===== config.mk =====
export PLATFORM = sky130hd
export DESIGN_NAME = data_mem_arbiter
export DESIGN_NICKNAME = d
export VERILOG_FILES = /design/src/rtl/data_mem_arbiter.sv
export SDC_FILE = /design/constraint.sdc
export NUM_CORES = 1
export LEC_CHECK = 0
export CAP_MARGIN = 25
export CORE_ASPECT_RATIO = 0.9
export CORE_UTILIZATION = 38
export DETAILED_ROUTE_END_ITERATION = 10
export PLACE_DENSITY = 0.78
export SLEW_MARGIN = 20
export SYNTH_ARGS = -nofsm -noshare
export SYNTH_HDL_FRONTEND = slang
export SYNTH_SLANG_ARGS = --single-unit

===== constraint.sdc =====
create_clock -name CLK -period 2.3 [get_ports CLK]
set_clock_uncertainty 0.1 [all_clocks]
set_input_delay 0.345 -clock CLK [delete_from_list [all_inputs] [get_ports CLK]]
set_output_delay 0.345 -clock CLK [all_outputs]
set_load 0.01 [all_outputs]

===== src/rtl/data_mem_arbiter.sv =====
// data_mem_arbiter: round-robin two-requester sequencer for a 64-byte big-endian DataMemory.
// Ports:
//   CLK, RST          clock; asynchronous active-low reset
//   a_*/b_*           requester A (CPU) and B (debug/DMA): req/we/addr/wdata in, gnt/done/err out
//   rdata             last word read, valid from the done cycle of a read
//   mem_*             registered strobes, address and write data to DataMemory; mem_dataout back
module data_mem_arbiter #(
  parameter int MEM_BYTES   = 64,
  parameter bit CHECK_ALIGN = 1'b1
) (
  input  logic        CLK,
  input  logic        RST,
  input  logic        a_req,
  input  logic        a_we,
  input  logic [31:0] a_addr,
  input  logic [31:0] a_wdata,
  output logic        a_gnt,
  output logic        a_done,
  output logic        a_err,
  input  logic        b_req,
  input  logic        b_we,
  input  logic [31:0] b_addr,
  input  logic [31:0] b_wdata,
  output logic        b_gnt,
  output logic        b_done,
  output logic        b_err,
  output logic [31:0] rdata,
  output logic        mem_RD,
  output logic        mem_WR,
  output logic [31:0] mem_address,
  output logic [31:0] mem_writeData,
  input  logic [31:0] mem_dataout
);
  typedef enum logic [1:0] {IDLE, ACCESS, RESP} state_t;
  state_t      state_q, state_d;
  logic        last_b_q, last_b_d;
  logic        a_gnt_q, a_gnt_d, b_gnt_q, b_gnt_d;
  logic        a_done_q, a_done_d, b_done_q, b_done_d;
  logic        a_err_q, a_err_d, b_err_q, b_err_d;
  logic        mem_rd_q, mem_rd_d, mem_wr_q, mem_wr_d;
  logic [31:0] rdata_q, rdata_d, mem_addr_q, mem_addr_d, mem_wdata_q, mem_wdata_d;
  logic        pick_b, sel_we, illegal;
  logic [31:0] sel_addr, sel_wdata;
  // last_b_q doubles as the record of who owns the in-flight access
  assign pick_b    = b_req && (!a_req || !last_b_q);
  assign sel_we    = pick_b ? b_we : a_we;
  assign sel_addr  = pick_b ? b_addr : a_addr;
  assign sel_wdata = pick_b ? b_wdata : a_wdata;
  assign illegal   = (sel_addr > 32'(MEM_BYTES - 4)) || (CHECK_ALIGN && sel_addr[1:0] != 2'b00);
  always_comb begin
    state_d     = state_q;
    last_b_d    = last_b_q;
    a_gnt_d     = 1'b0;
    b_gnt_d     = 1'b0;
    a_done_d    = 1'b0;
    b_done_d    = 1'b0;
    a_err_d     = 1'b0;
    b_err_d     = 1'b0;
    mem_rd_d    = 1'b0;
    mem_wr_d    = 1'b0;
    mem_addr_d  = mem_addr_q;
    mem_wdata_d = mem_wdata_q;
    rdata_d     = rdata_q;
    unique case (state_q)
      IDLE: if (a_req || b_req) begin
        last_b_d = pick_b;
        a_gnt_d  = !pick_b;
        b_gnt_d  = pick_b;
        if (illegal) begin
          // rejected requests skip ACCESS: gnt, done and err share one cycle
          state_d  = RESP;
          a_done_d = !pick_b;
          b_done_d = pick_b;
          a_err_d  = !pick_b;
          b_err_d  = pick_b;
        end else begin
          state_d     = ACCESS;
          mem_addr_d  = sel_addr;
          mem_rd_d    = !sel_we;
          mem_wr_d    = sel_we;
          mem_wdata_d = sel_we ? sel_wdata : mem_wdata_q;
        end
      end
      ACCESS: begin
        state_d  = RESP;
        rdata_d  = mem_rd_q ? mem_dataout : rdata_q;
        a_done_d = !last_b_q;
        b_done_d = last_b_q;
      end
      default: state_d = IDLE;
    endcase
  end
  always_ff @(posedge CLK or negedge RST) begin
    if (!RST) begin
      state_q     <= IDLE;
      last_b_q    <= 1'b1;
      a_gnt_q     <= 1'b0;
      b_gnt_q     <= 1'b0;
      a_done_q    <= 1'b0;
      b_done_q    <= 1'b0;
      a_err_q     <= 1'b0;
      b_err_q     <= 1'b0;
      mem_rd_q    <= 1'b0;
      mem_wr_q    <= 1'b0;
      mem_addr_q  <= '0;
      mem_wdata_q <= '0;
      rdata_q     <= '0;
    end else begin
      state_q     <= state_d;
      last_b_q    <= last_b_d;
      a_gnt_q     <= a_gnt_d;
      b_gnt_q     <= b_gnt_d;
      a_done_q    <= a_done_d;
      b_done_q    <= b_done_d;
      a_err_q     <= a_err_d;
      b_err_q     <= b_err_d;
      mem_rd_q    <= mem_rd_d;
      mem_wr_q    <= mem_wr_d;
      mem_addr_q  <= mem_addr_d;
      mem_wdata_q <= mem_wdata_d;
      rdata_q     <= rdata_d;
    end
  end
  assign a_gnt         = a_gnt_q;
  assign b_gnt         = b_gnt_q;
  assign a_done        = a_done_q;
  assign b_done        = b_done_q;
  assign a_err         = a_err_q;
  assign b_err         = b_err_q;
  assign rdata         = rdata_q;
  assign mem_RD        = mem_rd_q;
  assign mem_WR        = mem_wr_q;
  assign mem_address   = mem_addr_q;
  assign mem_writeData = mem_wdata_q;
endmodule


# After elaboration in Yosys (flattened, before gate mapping)
# Cells that the tools add are included.
[word_totals] regBits=107 elab_cells=55 out_inout_bits=104 inputBits=166
[op_classes] bitwise_logic=1 reduce_logical=14 order_cmp=1 n_eq_ne=2 mux=24
[op_table] op="32-bit two-way mux" count=2
[op_table] op="32-bit by 6-bit > comparator with 1-bit output (second input constant)" count=1
[op_table] op="1-bit two-way mux" count=17
[op_table] op="1-bit logical NOT" count=4
[op_table] op="2-bit two-way mux" count=2
[op_table] op="1-bit case mux with 2 select lines" count=2
[op_table] op="2-bit case mux with 2 select lines" count=1
[op_table] op="2-bit AND reduction" count=2
[op_table] op="4-bit AND reduction" count=1
[op_table] op="1-bit logical OR" count=3
[op_table] op="3-bit AND reduction" count=1
[op_table] op="2-bit by 1-bit equality test with 1-bit output (second input constant)" count=1
[op_table] op="2-bit logical NOT" count=1
[op_table] op="2-bit inequality test (second input constant)" count=1
[op_table] op="2-bit nonzero test" count=1
[op_table] op="1-bit logical AND" count=1
[op_table] op="1-bit NOT" count=1

# Logic depth before layout (Yosys ltp)
[depth] ltp_word=9 ltp_mapped=6 depth_no_buf=5

# Least setup slack after synthesis
# Ideal clock, no wire load.
[synth_timing] kind="flip-flop to flip-flop" start="register last_b_q" end="register mem_wdata_q[12], in the netlist mem_writeData[12]" path_buffers=1 t_required_ns=2.075 setup_slack_ns=0.381 t_arrival_ns=1.694 setup_time_ns=0.125 path_stages_with_launch=7 path_cell_list="dfstp_2 a21bo_2 nand4_1 o22ai_2 nand3_2 buf_6 mux2_4"
[synth_between] elab_chain_cells=8 word_cells_on_any_way=11 classes_between="order compare (1); mux (3); bitwise (1); reduce/logical (6)"
[synth_rtl] element="start: declaration" line="36" text="logic last_b_q, last_b_d;"
[synth_rtl] element="start signal: assignment" line="110" text="last_b_q <= last_b_d;"
[synth_rtl] element="1-bit logical NOT (*)" line="45" text="assign pick_b = b_req && (!a_req || !last_b_q);"
[synth_rtl] element="1-bit logical OR (*)" line="45"
[synth_rtl] element="1-bit logical AND (*)" line="45"
[synth_rtl] element="32-bit two-way mux" line="47" text="assign sel_addr = pick_b ? b_addr : a_addr;"
[synth_rtl] element="32-bit by 6-bit > comparator with 1-bit output or 2-bit nonzero test (tied branches)" line="49" text="assign illegal = (sel_addr > 32'(MEM_BYTES - 4)) || (CHECK_ALIGN && sel_addr[1:0] != 2'b00);"
[synth_rtl] element="1-bit logical OR" line="49"
[synth_rtl] element="1-bit NOT (no source line)"
[synth_rtl] element="4-bit AND reduction (no source line)"
[synth_rtl] element="end signal: assignment" line="120" text="mem_wdata_q <= mem_wdata_d;"
[synth_rtl] element="end: declaration" line="41" text="logic [31:0] rdata_q, rdata_d, mem_addr_q, mem_addr_d, mem_wdata_q, mem_wdata_d;"
# Every way passes the cells marked *; elsewhere a longest branch is shown, timed or not.
# A chain may end at the register's enable or synchronous reset.

# Worst setup path in the final report
[layout_timing] start="input b_addr[18]" end="register mem_addr_q[0], in the netlist mem_address[0]"
[layout_between] elab_chain_cells=5
[layout_rtl] element="start: declaration" line="22" text="input logic [31:0] b_addr,"
[layout_rtl] element="32-bit two-way mux" line="47"
[layout_rtl] element="32-bit by 6-bit > comparator with 1-bit output" line="49"
[layout_rtl] element="1-bit logical OR" line="49"
[layout_rtl] element="1-bit NOT (no source line)"
[layout_rtl] element="3-bit AND reduction (no source line)"
[layout_rtl] element="end signal: assignment" line="119" text="mem_addr_q <= mem_addr_d;"
[layout_rtl] element="end: declaration" line="41"
# Every way passes these cells.

==> report_table.html <==
<table>
<tr><th>Metric</th><th>Value</th></tr>
<tr><th colspan="2">Run status</th></tr>
<tr><td>Run status</td><td>finished, final reports clean</td></tr>
<tr><th colspan="2">Synthesis</th></tr>
<tr><td>Net count of the mapped netlist</td><td>541</td></tr>
<tr><td>Cell count after synthesis</td><td>375</td></tr>
<tr><td>Flop and latch count out of synthesis</td><td>about 110</td></tr>
<tr><td>Dominant combinational cell family by area after synthesis</td><td>multiplexers</td></tr>
<tr><td>Post-Synthesis Cell Area</td><td>about 4500 um^2</td></tr>
<tr><td>Post-synthesis average cell area</td><td>about 12 um^2</td></tr>
<tr><td>Post-synthesis simple-gate area fraction</td><td>between 10% and 20%</td></tr>
<tr><td>Library cells used by synthesis</td><td>26</td></tr>
<tr><td>XOR/XNOR share of the synthesized area</td><td>0%</td></tr>
<tr><td>Multiplexer share of the synthesized area</td><td>~18%</td></tr>
<tr><td>Prevailing post-synth register cell</td><td>sky130_fd_sc_hd__dfrtp_1</td></tr>
<tr><td>Number of enable flip-flop cells after synthesis</td><td>0</td></tr>
<tr><td>Share of synthesized area occupied by flip-flops and latches</td><td>about three fifths</td></tr>
<tr><td>Area fraction in compound gates after synthesis</td><td>2.61%</td></tr>
<tr><td>Share of synthesized flip-flops with an asynchronous set or reset</td><td>between 90% and 100%</td></tr>
<tr><td>Yosys warnings</td><td>0</td></tr>
<tr><td>Share of synthesized cell area in full adder, half adder and majority cells</td><td>0%</td></tr>
<tr><th colspan="2">Worst setup path</th></tr>
<tr><td>Path depth of the worst reg2reg path</td><td>7</td></tr>
<tr><td>R2r startpoint</td><td>last_b_q</td></tr>
<tr><td>Critical register-to-register path endpoint</td><td>mem_address[0]</td></tr>
<tr><td>Critical path class</td><td>in2reg</td></tr>
<tr><td>Req. time, crit path</td><td>between 2000 and 2500 ps</td></tr>
<tr><td>Data arrival time of the critical path</td><td>2300 ps</td></tr>
<tr><td>Setup crit end kind</td><td>register</td></tr>
<tr><td>Crit Path Max Fanout</td><td>30</td></tr>
<tr><td>Worst Setup Start Kind</td><td>input port</td></tr>
<tr><td>Reg-to-reg slack, setup</td><td>approximately 240 ps</td></tr>
<tr><th colspan="2">STA</th></tr>
<tr><td>Clock period minus final worst setup slack</td><td>approximately 2200 ps</td></tr>
<tr><td>Final setup violation count</td><td>0</td></tr>
<tr><td>Final Cycle Share</td><td>a little over nine tenths</td></tr>
<tr><td>Unrepaired setup endpoints after global routing</td><td>false</td></tr>
<tr><td>Relative slew margins</td><td>between 60% and 70%</td></tr>
<tr><td>Max-slew violation total from the final report</td><td>0</td></tr>
<tr><td>Transition time of the tightest slew-check pin</td><td>about 520 ps</td></tr>
<tr><td>Total negative slack for setup checks</td><td>0 ps</td></tr>
<tr><td>Highest attainable clock frequency</td><td>~460 MHz</td></tr>
<tr><td>Final hold violation count</td><td>0</td></tr>
<tr><td>Final hold slack</td><td>386 ps</td></tr>
<tr><td>Post-layout worst setup margin</td><td>around 120 ps</td></tr>
<tr><th colspan="2">Layout</th></tr>
<tr><td>Combined flip-flop and latch cell area</td><td>2680 um^2</td></tr>
<tr><td>Leading cell types in the layout, fill and taps excluded</td><td>268 x sky130_fd_sc_hd__clkdlybuf4s50_1, 109 x sky130_fd_sc_hd__nand2_1, 106 x sky130_fd_sc_hd__dfrtp_1, 35 x sky130_fd_sc_hd__mux2_2, 29 x sky130_fd_sc_hd__mux2_4</td></tr>
<tr><td>Area of the multi-input gates</td><td>1750 um^2</td></tr>
<tr><td>Most frequent standard cell in the layout excluding fill and tap cells</td><td>sky130_fd_sc_hd__clkdlybuf4s50_1</td></tr>
<tr><td>Final nets</td><td>~800</td></tr>
<tr><td>Count of antenna diodes in the layout</td><td>0</td></tr>
<tr><td>Layout Cells excl Fill</td><td>just over 800</td></tr>
<tr><td>Number of filler instances in the final layout</td><td>887</td></tr>
<tr><td>Fraction of layout cells with a size suffix above 1</td><td>between 10% and 20%</td></tr>
<tr><td>Growth of design area from synthesis to finish</td><td>72.4%</td></tr>
<tr><th colspan="2">Drt</th></tr>
<tr><td>DR pass1 iterations</td><td>4</td></tr>
<tr><td>Post-route ant nets</td><td>0</td></tr>
<tr><td>DR DRC count</td><td>0</td></tr>
<tr><td>Initial DRC count</td><td>85</td></tr>
<tr><td>Total vias in the final route</td><td>around 3800</td></tr>
<tr><td>Avg WL per Cell</td><td>around 16 um</td></tr>
<tr><td>Vias/cell</td><td>roughly 4.7</td></tr>
<tr><td>Total Wirelength</td><td>12.9 mm</td></tr>
<tr><th colspan="2">Clocking</th></tr>
<tr><td>Number of buffers on the longest clock path</td><td>2</td></tr>
<tr><td>CTS Root Buffer Type</td><td>sky130_fd_sc_hd__clkbuf_16</td></tr>
<tr><td>TritonCTS clock tree</td><td>done</td></tr>
<tr><td>Clock sink total</td><td>roughly 110</td></tr>
<tr><td>Clk_lat worst skew</td><td>340 ps</td></tr>
<tr><td>CTS buffer count</td><td>9</td></tr>
<tr><td>Clock slew at reported path FFs</td><td>about 60 ps</td></tr>
<tr><td>Number of levels the H-tree was split into</td><td>3</td></tr>
<tr><th colspan="2">Placed design</th></tr>
<tr><td>Gpl congestion</td><td>roughly 0.77</td></tr>
<tr><td>Placed insts</td><td>797</td></tr>
<tr><td>Setup WS pre-CTS</td><td>-303 ps</td></tr>
<tr><td>Buffers added on ports</td><td>roughly 270</td></tr>
<tr><td>Post-detail-place hpwl</td><td>10.0 mm</td></tr>
<tr><th colspan="2">Floorplan</th></tr>
<tr><td>Total die area</td><td>12300 um^2</td></tr>
<tr><td>Die extent in y</td><td>between 100 and 150 um</td></tr>
<tr><td>IO Count</td><td>270</td></tr>
<tr><td>Die width</td><td>roughly 120 um</td></tr>
<tr><td>Initial cell density of the core</td><td>between 30 and 40%</td></tr>
<tr><td>Placeable core area</td><td>between 10000 and 15000 um^2</td></tr>
<tr><td>Row count</td><td>37</td></tr>
<tr><th colspan="2">Flow run</th></tr>
<tr><td>Max capacitance violation total</td><td>0</td></tr>
<tr><th colspan="2">Min path</th></tr>
<tr><td>Hold Crit Depth</td><td>1</td></tr>
<tr><td>Start point of the worst min-delay path</td><td>mem_address[28]</td></tr>
<tr><td>Kind of path behind the tightest hold check</td><td>reg2reg</td></tr>
<tr><td>Hold endpoint</td><td>mem_address[28]</td></tr>
<tr><th colspan="2">Power</th></tr>
<tr><td>Total power per unit cell area</td><td>roughly 520 nW/um^2</td></tr>
<tr><td>Post-layout total power</td><td>roughly 4000 uW</td></tr>
<tr><td>Peak supply drop</td><td>~0.32 mV</td></tr>
<tr><td>P_leak</td><td>0.00358 uW</td></tr>
<tr><th colspan="2">Global routing</th></tr>
<tr><td>First-pass GRT wire length</td><td>20.3 mm</td></tr>
<tr><td>Overall global routing resource usage</td><td>between 20 and 25%</td></tr>
<tr><td>Sum of overflow across all layers after global routing</td><td>0</td></tr>
<tr><td>Number of global-route vias before repair</td><td>roughly 4000</td></tr>
<tr><td>Pin count of the biggest net entering global routing</td><td>43</td></tr>
<tr><td>Antenna violations before repair</td><td>0</td></tr>
</table>
power breakdown:
part,internal (uW),switching (uW),leakage [uW]
Clock,785,651,0.000130
Combinational,405,241,0.00204
Sequential,1930,29.0,0.00141
Total,3120,921,0.00358
how the worst max path moves through the flow:
stage | start | depth (start not counted) | to | slack, ps
final | b_addr[18] | 9 | mem_address[0] | 120
after floorplan | last_b_q | 6 | mem_writeData[12] | 380
after global placement | b_addr[18] | 9 | mem_address[28] | -220
after CTS | b_addr[18] | 9 | mem_address[28] | 60
after global routing | b_addr[9] | 9 | mem_address[29] | 20
after detailed placement | b_addr[18] | 8 | mem_writeData[30] | -300
cell usage after synthesis, types with 2 or more instances:
master | n | area share (%)
sky130_fd_sc_hd__nand2_1 | 109 | 9.1
sky130_fd_sc_hd__dfrtp_1 | 106 | 59
sky130_fd_sc_hd__mux2_2 | 35 | 8.8
sky130_fd_sc_hd__mux2_4 | 29 | 9.7
sky130_fd_sc_hd__and2_1 | 28 | 3.9
sky130_fd_sc_hd__clkbuf_1 | 14 | 1.2
sky130_fd_sc_hd__nor4_1 | 14 | 1.9
sky130_fd_sc_hd__a21oi_1 | 5 | 0.56
sky130_fd_sc_hd__a41oi_1 | 4 | 0.78
sky130_fd_sc_hd__nand4_1 | 4 | 0.56
sky130_fd_sc_hd__nor2_1 | 4 | 0.33
sky130_fd_sc_hd__buf_6 | 3 | 0.75
sky130_fd_sc_hd__buf_1 | 2 | 0.17
sky130_fd_sc_hd__inv_1 | 2 | 0.17
sky130_fd_sc_hd__nor2b_1 | 2 | 0.28
sky130_fd_sc_hd__nor3_1 | 2 | 0.22
sky130_fd_sc_hd__o21ba_2 | 2 | 0.44
sky130_fd_sc_hd__or3_1 | 2 | 0.28
worst max-delay path, cell delays in order:
cell and delay (ps):
sky130_fd_sc_hd__clkdlybuf4s50_1 420, sky130_fd_sc_hd__nor4_2 310, sky130_fd_sc_hd__buf_4 150, sky130_fd_sc_hd__nand4_1 170, sky130_fd_sc_hd__o22ai_2 230, sky130_fd_sc_hd__buf_4 230, sky130_fd_sc_hd__nand2_1 110, sky130_fd_sc_hd__buf_12 170
sky130_fd_sc_hd__and2_1 160
logic make-up after synthesis:
group                  after synthesis
AND/OR/NAND/NOR                    168
buffers and inverters               21
multiplexers                        64
flip-flops                         107
AO/OA/AOI/OAI                       15
layout make-up:
| type | instances | share of cell area [%] |
|---|---|---|
| sequential | 107 | 34.5 |
| clock inverter | 3 | 0.306 |
| timing repair buffer | 286 | 36.8 |
| tap | 156 | 2.51 |
| multi-input combinational | 247 | 22.5 |
| clock buffer | 11 | 3.26 |
| inverter | 2 | 0.0967 |
routing by layer:
layer  track usage, %  part of all wire [%]  vias to the layer above
met5                0                     0                        -
met4             7.41                   2.3                        0
met3             6.38                   8.1                       24
met2             38.3                    51                      171
met1             25.3                    39                     1780
li1                 -                     -                     1801
state kept, by name, indices dropped and copies added (netlist names), 2 cells and up:
signal,flops
mem_address,32
state_q,2
mem_writeData,32
rdata,32
repair_timing:
item | in CTS | in global routing
resized for setup | 0 | 2
buffers inserted | 0 | 0
hold endpoints to repair | 39 | 0
hold buffers | 1 | 0
setup endpoints to repair | 0 | 57
metrics by stage:
step / area (um^2) / utilization [%]
2_1_floorplan: 4500 / -
3_3_place_gp: 7460 / 65.0
3_5_place_dp: 7460 / 65.0
4_1_cts: 7750 / 67.5
5_1_grt: 7760 / 67.6
6_report: 7760 / 67.6
No activity file was read; power rests on OpenSTA's default activity.
